## src/rtl/fpu_pkg.sv

```systemverilog
// Shared types for the FP multiplier arbiter slice.
// Holds the FSM state enum, flag vector and in-flight tag layout.
package fpu_pkg;

    localparam int MUL_LAT_DEF = 3;
    localparam int W_DEF       = 32;

    typedef enum logic [1:0] {
        ST_RUN   = 2'd0,
        ST_DRAIN = 2'd1,
        ST_DONE  = 2'd2
    } fsm_state_t;

    typedef struct packed {
        logic ovf;
        logic unf;
        logic zero;
    } mul_flags_t;

    typedef struct packed {
        logic valid;
        logic id;
    } mul_tag_t;

    function automatic logic [1:0] id_onehot(input logic id);
        return id ? 2'b10 : 2'b01;
    endfunction

endpackage

```

## src/rtl/fpu_mul_tag_pipe.sv

```systemverilog
// Shift pipe of {valid, requester id} that tracks each issued multiply
// until its result is due back from the fixed-latency multiplier.
module fpu_mul_tag_pipe
    import fpu_pkg::*;
#(
    parameter int MUL_LAT = MUL_LAT_DEF
) (
    input  logic CLK,
    input  logic RST,
    input  logic in_valid,
    input  logic in_id,
    output logic out_valid,
    output logic out_id
);

    mul_tag_t stage [MUL_LAT];

    always_ff @(posedge CLK or negedge RST) begin
        if (!RST) begin
            for (int i = 0; i < MUL_LAT; i++) begin
                stage[i] <= '0;
            end
        end else begin
            stage[0] <= '{valid: in_valid, id: in_id};
            for (int i = 1; i < MUL_LAT; i++) begin
                stage[i] <= stage[i-1];
            end
        end
    end

    assign out_valid = stage[MUL_LAT-1].valid;
    assign out_id    = stage[MUL_LAT-1].id;

endmodule

```

## src/rtl/fpu_mul_arbiter.sv

```systemverilog
// Two-requester round-robin front end for a shared pipelined FP multiplier,
// with result routing, flush/drain control and sticky protocol error.
module fpu_mul_arbiter
    import fpu_pkg::*;
#(
    parameter int MUL_LAT = MUL_LAT_DEF,
    parameter int W       = W_DEF
) (
    input  logic         CLK,
    input  logic         RST,
    input  logic [1:0]   req_valid,
    output logic [1:0]   req_ready,
    input  logic [W-1:0] req_a0,
    input  logic [W-1:0] req_b0,
    input  logic [W-1:0] req_a1,
    input  logic [W-1:0] req_b1,
    output logic         mul_valid,
    output logic [W-1:0] mul_a,
    output logic [W-1:0] mul_b,
    input  logic         mul_res_valid,
    input  logic [W-1:0] mul_res,
    input  logic [2:0]   mul_flags,
    output logic [1:0]   resp_valid,
    output logic [W-1:0] resp_data,
    output logic [2:0]   resp_flags,
    input  logic         flush,
    output logic         flush_done,
    output logic         busy,
    output logic         err
);

    localparam int CW = $clog2(MUL_LAT + 1);
    localparam logic [CW-1:0] ONE = CW'(1);

    fsm_state_t    state_q;
    fsm_state_t    state_d;
    logic          ptr_q;
    logic [1:0]    grant;
    logic          gnt_id;
    logic          both_req;
    logic          only_req1;
    logic [CW-1:0] inflight_q;
    logic [CW-1:0] inflight_d;
    logic          last_valid;
    logic          last_id;
    logic          hit;
    logic          proto_err;
    logic          done_q;
    logic          err_q;
    logic [1:0]    rvalid_q;
    logic [W-1:0]  rdata_q;
    mul_flags_t    rflags_q;

    assign both_req  = &req_valid;
    assign only_req1 = (req_valid == 2'b10);

    // ptr_q names the requester that wins the next tie
    always_comb begin
        grant  = '0;
        gnt_id = 1'b0;
        if (state_q == ST_RUN && !flush) begin
            unique case (1'b1)
                both_req:  gnt_id = ptr_q;
                only_req1: gnt_id = 1'b1;
                default:   gnt_id = 1'b0;
            endcase
            if (|req_valid) begin
                grant = id_onehot(gnt_id);
            end
        end
    end

    assign req_ready = grant;
    assign mul_valid = |grant;
    assign mul_a     = !mul_valid ? '0 : (gnt_id ? req_a1 : req_a0);
    assign mul_b     = !mul_valid ? '0 : (gnt_id ? req_b1 : req_b0);

    fpu_mul_tag_pipe #(
        .MUL_LAT (MUL_LAT)
    ) u_tag_pipe (
        .CLK       (CLK),
        .RST       (RST),
        .in_valid  (mul_valid),
        .in_id     (gnt_id),
        .out_valid (last_valid),
        .out_id    (last_id)
    );

    assign hit       = last_valid & mul_res_valid;
    assign proto_err = last_valid ^ mul_res_valid;

    always_comb begin
        inflight_d = inflight_q;
        unique case ({mul_valid, last_valid})
            2'b10:   inflight_d = inflight_q + ONE;
            2'b01:   inflight_d = inflight_q - ONE;
            default: inflight_d = inflight_q;
        endcase
    end

    // a drain runs to completion even if flush drops midway
    always_comb begin
        state_d = state_q;
        unique case (state_q)
            ST_RUN: begin
                if (flush) state_d = ST_DRAIN;
            end
            ST_DRAIN: begin
                if (inflight_q == '0) state_d = ST_DONE;
            end
            ST_DONE: begin
                if (!flush) state_d = ST_RUN;
            end
            default: state_d = ST_RUN;
        endcase
    end

    always_ff @(posedge CLK or negedge RST) begin
        if (!RST) begin
            state_q    <= ST_RUN;
            ptr_q      <= 1'b0;
            inflight_q <= '0;
            done_q     <= 1'b0;
        end else begin
            state_q    <= state_d;
            inflight_q <= inflight_d;
            done_q     <= (state_d == ST_DONE);
            if (mul_valid) begin
                ptr_q <= ~gnt_id;
            end
        end
    end

    always_ff @(posedge CLK or negedge RST) begin
        if (!RST) begin
            rvalid_q <= '0;
            rdata_q  <= '0;
            rflags_q <= '0;
            err_q    <= 1'b0;
        end else begin
            rvalid_q <= '0;
            if (hit) begin
                rvalid_q <= id_onehot(last_id);
                rdata_q  <= mul_res;
                rflags_q <= mul_flags_t'(mul_flags);
            end
            if (proto_err) begin
                err_q <= 1'b1;
            end
        end
    end

    assign resp_valid = rvalid_q;
    assign resp_data  = rdata_q;
    assign resp_flags = rflags_q;
    assign flush_done = done_q;
    assign busy       = (inflight_q != '0);
    assign err        = err_q;

endmodule

```

## config.mk

```make
export PLATFORM = sky130hd
export DESIGN_NAME = fpu_mul_arbiter
export DESIGN_NICKNAME = d
export VERILOG_FILES = /design/src/rtl/fpu_pkg.sv /design/src/rtl/fpu_mul_tag_pipe.sv /design/src/rtl/fpu_mul_arbiter.sv
export SDC_FILE = /design/constraint.sdc
export NUM_CORES = 1
export LEC_CHECK = 0
export CORE_UTILIZATION = 30
export CTS_CLUSTER_SIZE = 30
export DETAILED_ROUTE_END_ITERATION = 10
export PLACE_DENSITY = 0.78
export SYNTH_ARGS = -nofsm -noshare
export SYNTH_HDL_FRONTEND = slang
export SYNTH_SLANG_ARGS = --single-unit
```

## constraint.sdc

```tcl
create_clock -name CLK -period 1.8 [get_ports CLK]
set_clock_uncertainty 0.1 [all_clocks]
set_input_delay 0.27 -clock CLK [delete_from_list [all_inputs] [get_ports CLK]]
set_output_delay 0.27 -clock CLK [all_outputs]
set_load 0.05 [all_outputs]
```

# ---- Yosys cells after proc, flatten, opt, wreduce, memory -nomap -nowiden
# Cells that the tools add are included.
dict set report word_totals {
  regBits 50
  in_bits 169
  output_inout_bits 107
  word_cells 53
}
dict set report op_classes {
  addsub 2
  eq_ne 6
  n_mux 17
  bitwise 3
  reduce_logical 9
}
# cell count
set op_table {}
lappend op_table {{$mux W32} 4}
lappend op_table {{$mux W2} 8}
lappend op_table {{$eq A2 B2 Y1 const B} 4}
lappend op_table {{$pmux W2 S3} 1}
lappend op_table {{$eq A2 B1 Y1 const B} 2}
lappend op_table {{$logic_not A2 Y1} 2}
lappend op_table {{$pmux W2 S2} 1}
lappend op_table {{$reduce_bool A2 Y1} 2}
lappend op_table {{$reduce_or A2 Y1} 2}
lappend op_table {{$add A2 B1 Y2 const B} 1}
lappend op_table {{$mux W1} 2}
lappend op_table {{$pmux W1 S2} 1}
lappend op_table {{$reduce_and A2 Y1} 1}
lappend op_table {{$sub A2 B1 Y2 const B} 1}
lappend op_table {{$and A1 B1 Y1} 1}
lappend op_table {{$logic_and A1 B1 Y1} 1}
lappend op_table {{$logic_not A1 Y1} 1}
lappend op_table {{$not A1 Y1} 1}
lappend op_table {{$xor A1 B1 Y1} 1}

# ---- Longest topological paths before layout
dict set report logic_depth {
  word_depth 9
  mapped_depth 7
  depth_no_buf 6
}

# ---- Hierarchy
# A second synthesis with hierarchy kept.
dict set report unflattened {
  hier_cells 344
  hier_area_um2 3331.9
}
# mod instances cells_each area_each_um2 seq_area_each_um2
set modules_own_cells {}
lappend modules_own_cells {fpu_mul_arbiter 1 338 3181.8 1101.1}
lappend modules_own_cells {fpu_mul_tag_pipe 1 6 150.1 150.1}

# ---- Least setup slack after synthesis
# OpenSTA, ideal clock, no wires.
dict set report synth_path {
  path_kind {flip-flop to output port}
  start {reg state_q[1]}
  end {out req_ready[1]}
  arrival_time_ps 1866
  required_time_ps 1430
  path_slack_ps -436
  stages_incl_launch_ff 3
  n_path_buf 0
  cell_sequence {dfrtp_1 -> nor3_4 -> nor3b_1}
}
dict set report synth_via {
  elab_chain_len 3
}
# element line_no
set synth_rtl {}
lappend synth_rtl {{from (decl)} fpu_mul_arbiter.sv:35} ;# fsm_state_t state_q;
lappend synth_rtl {{from (signal assigned)} fpu_mul_arbiter.sv:125} ;# state_q <= state_d;
lappend synth_rtl {{$logic_not A2 Y1} fpu_mul_arbiter.sv:61} ;# if (state_q == ST_RUN && !flush) begin
lappend synth_rtl {{$logic_and A1 B1 Y1} fpu_mul_arbiter.sv:61}
lappend synth_rtl {{$mux W2} fpu_mul_arbiter.sv:61}
lappend synth_rtl {{to (decl)} fpu_mul_arbiter.sv:12} ;# output logic [1:0] req_ready,
# Every way passes these cells.

# ---- Worst setup path in the final report
dict set report layout_path {
  start {reg ptr_q}
  end {out mul_a[6]}
}
dict set report layout_via {
  elab_chain_len 7
  elab_cells_between_ends 9
  cone_classes {8 x mux; 1 x reduce/logical}
}
# element line_no
set layout_rtl {}
lappend layout_rtl {{from (decl)} fpu_mul_arbiter.sv:37} ;# logic ptr_q;
lappend layout_rtl {{from (signal assigned)} fpu_mul_arbiter.sv:129} ;# ptr_q <= ~gnt_id;
lappend layout_rtl {{$pmux W1 S2 (*)} fpu_mul_arbiter.sv:62} ;# unique case (1'b1)
lappend layout_rtl {{$mux W1 (*)} fpu_mul_arbiter.sv:61}
lappend layout_rtl {{$mux W2} fpu_pkg.sv:26} ;# return id ? 2'b10 : 2'b01;
lappend layout_rtl {{$mux W2} fpu_mul_arbiter.sv:67} ;# if (|req_valid) begin
lappend layout_rtl {{$mux W2} fpu_mul_arbiter.sv:61}
lappend layout_rtl {{$reduce_or A2 Y1} fpu_mul_arbiter.sv:74} ;# assign mul_valid = |grant;
lappend layout_rtl {{$mux W32 (*)} fpu_mul_arbiter.sv:75} ;# assign mul_a = !mul_valid ? '0 : (gnt_id ? req_a1 : req_a0);
lappend layout_rtl {{to (decl)} fpu_mul_arbiter.sv:18} ;# output logic [W-1:0] mul_a,
# Every way passes the cells marked *; elsewhere a longest branch is shown, timed or not. The select of a mux whose other input is x is not followed.

==> parameters.txt <==
Parameter                              Value

Run status
  Status    complete, but fails checks
  Failing checks    negative setup slack

Routing
  Routed vias/inst    5.20
  Detailed-route DRC error count    0
  Routed wire length per instance    20.2 µm
  Number of antenna-violating nets in the routed design    0
  First-pass iteration count of the detailed router    4
  First-iteration detailed-routing DRC count    between 150 and 200
  Total wire length    ~16000 µm
  Overall via count from detail_route    4075

STA
  Final TNS setup    -19.48 ns
  Period utilization    1.19
  Actual transition at the worst max-transition pin    roughly 0.48 ns
  Setup WS post-layout    -0.334 ns
  Headroom to the max-slew limit    0.681
  Hold Vio Cnt, Final    0
  Endpoints failing setup    67
  Shortest clock period the worst path allows after layout    2.13 ns
  Number of pins with negative max-slew slack in the final report    0
  Min Hold Slack    0.250 ns
  Setup repair after global routing missed its margin    true
  Highest Clock Rate    0.469 GHz

Global route
  Global-route wire length before repair    23000 µm
  Overall fraction of global-route tracks in use    0.262
  Global route total overflow    0
  Maximum number of pins on one net before global-route repair    36
  Antenna violations before repair    0
  Via count of the first global-routing pass    4423

Yosys
  Share of synthesized cell area in full adder, half adder and majority cells    0.00751
  Dominant register cell in the synthesized netlist    sky130_fd_sc_hd__dfrtp_1
  Mean instance size in the synthesized netlist    between 9 and 10 µm²
  Cell taking the most area after synthesis    sky130_fd_sc_hd__dfrtp_1
  Top post-synthesis cells by count    sky130_fd_sc_hd__nand3b_1, sky130_fd_sc_hd__dfrtp_1, sky130_fd_sc_hd__a21oi_2, sky130_fd_sc_hd__o21ai_1, sky130_fd_sc_hd__mux2_2
  Ys async rst share    1.00
  Share of synthesized area occupied by flip-flops and latches    0.376
  Largest family of logic cells by synthesized area    compound AO/OA/AOI/OAI gates
  Area fraction in compound gates after synthesis    0.250
  Synth cell types    27
  Simple-gate area share of the yosys netlist    0.171
  Cell Area, Synth    3330 µm²
  Area fraction of the dominant cell type after synthesis    0.376
  Synthesized instance count    344
  Number of enable flip-flop cells after synthesis    0
  Synthesized Nets    about 500
  Post-synthesis mux area share    0.118
  Cells taking the most area after synthesis    sky130_fd_sc_hd__dfrtp_1, sky130_fd_sc_hd__nand3b_1, sky130_fd_sc_hd__mux2_2
  FF+latch count, synth    50
  Number of synthesis warnings    0
  Cell with the most instances after synthesis    sky130_fd_sc_hd__nand3b_1
  Xor/xnor cell area share of the yosys netlist    0.00789

Critical path
  Crit path kind    flip-flop to output pin
  Buffers plus inverters on the worst setup path    4
  Biggest cell delay along the critical path    around 0.41 ns
  Cell with the largest stage delay on the worst path    sky130_fd_sc_hd__dfrtp_1
  Sort of element at the end of the critical path    output pin
  Largest fanout on the critical path    10
  Worst-path cell chain    nor2b_4 -> buf_12 -> buf_12 -> clkbuf_16 -> nand3b_1 -> a21oi_2 -> buf_12
  Required time of the critical path    1.43 ns
  Cell seen most often among critical-path stages    sky130_fd_sc_hd__buf_12
  Nature of the critical path startpoint    flip-flop
  Data arrival time of the worst path    1.76 ns
  Family of cells with the greatest summed delay on the critical path    buffers and inverters

Layout
  Area delta synth->final    139%
  Final cell count without fillers    783
  Cell area after layout    7960 µm²
  Ant. Diodes    0
  # nets final    around 810
  Final core utilization    0.735
  Fraction of final layout cells sized beyond drive strength 1    0.440

Die
  Initial core utilization    0.307
  Placeable core area    10800 µm²
  Standard-cell rows    38
  Die footprint    about 12000 µm²
  IO Count    276
  Chip height    107 µm
  Die width    107 µm

Clock tree
  Clock tree from TritonCTS    yes
  Clock Sinks    50
  Depth of the CTS H-tree    2
  Root buffer cell    sky130_fd_sc_hd__clkbuf_8
  Clk pin slew, worst setup/hold paths    0.10 ns
  Number of buffers created by CTS    5
  Number of buffers between clock root and the deepest sink    2
  Clock latency reported for the late side of the worst-skew pair    between 0.3 and 0.4 ns

Place
  Placer congestion estimate    slightly above 0.8
  # port buffers    275
  Detailed Place HPWL    11500 µm
  Placed Area    7330 µm²
  Placed cell count    762
  Worst slack at placement    -0.475 ns

Power and ir drop
  Overall power after layout    9.67 mW
  P_leak    2.99 nW
  Max VDD drop    roughly 1.1 mV
  Areal power density over the cells    around 1200 nW/µm²

Hold path
  Hold Path Class    flip-flop to flip-flop

Job
  Max-cap violations    0
repair_timing:
item,4_1_cts,5_1_grt
gates resized for setup,66,14
endpoints found under the hold margin,20,0
setup buffers,4,2
hold buffers,1,0
pin swaps,11,11
cloned,5,3
setup endpoints to repair,68,68
placed cells by master (no fill, tap or decap), drive strengths merged:
cell,n
dfrtp,50
clkbuf,9
a211oi,1
o21ai,67
xor2,1
clkdlybuf4s50,164
nand2,2
a21oi,66
clkinv,1
nor3b,2
mux2,35
xnor2,2
nor3,1
dlygate4sd3,1
or2,1
and2,1
ha,2
bufbuf,1
nor2b,2
inv,5
a31oi,1
buf,158
dlygate4sd2,2
nor2,3
nand3b,65
state kept, by name, summed over array words and instances, names as in the netlist:
name,flops
u_tag_pipe.out_id,1
resp_data,32
inflight_q,2
state_q,2
resp_flags,3
u_tag_pipe.out_valid,1
flush_done,1
ptr_q,1
u_tag_pipe.stage,4
resp_valid,2
err,1
area by class of cell:
| type | count | area (µm²) |
|---|---|---|
| clock buffer | 5 | 68.8 |
| sequential | 50 | 1250 |
| multi-input combinational | 252 | 2360 |
| clock inverter | 3 | 28.8 |
| fill | 703 | 2880 |
| inverter | 3 | 13.8 |
| tap | 140 | 175 |
| timing repair buffer | 330 | 4060 |
final timing paths:
check / startpoint / to / slack, ns / depth (start not counted)
worst min-delay path: u_tag_pipe.stage[2] / u_tag_pipe.out_id / 0.25 / 0
min in group asynchronous: RST / resp_flags[2] / 0.37 / 2
worst max-delay path: ptr_q / mul_a[6] / -0.33 / 7
max in group asynchronous: RST / resp_data[26] / 0.71 / 3
worst min register to register: u_tag_pipe.stage[2] / u_tag_pipe.out_id / 0.25 / 0
worst max register to register: state_q[0] / inflight_q[1] / 0.04 / 7
logic make-up after synthesis:
family,after synthesis
AO/OA/AOI/OAI,135
AND/OR/NAND/NOR,77
flip-flops,50
buffers and inverters,42
multiplexers,35
XOR/XNOR,3
adder cells (fa/ha/maj),2
power breakdown:
group	internal [mW]	switching (mW)	total (mW)	leakage, nW
combinational	3.07	4.02	7.09	2.33
sequential	1.61	0.286	1.90	0.608
clock	0.291	0.390	0.681	0.0506
total	4.97	4.69	9.67	2.99
metal layers:
| metal | wire, µm | track usage |
|---|---|---|
| met5 | 0 | 0 |
| met4 | 693 | 0.128 |
| met1 | 5360 | 0.269 |
| met2 | 8330 | 0.483 |
| met3 | 1470 | 0.0775 |
No activity file was read; power rests on OpenSTA's default activity.
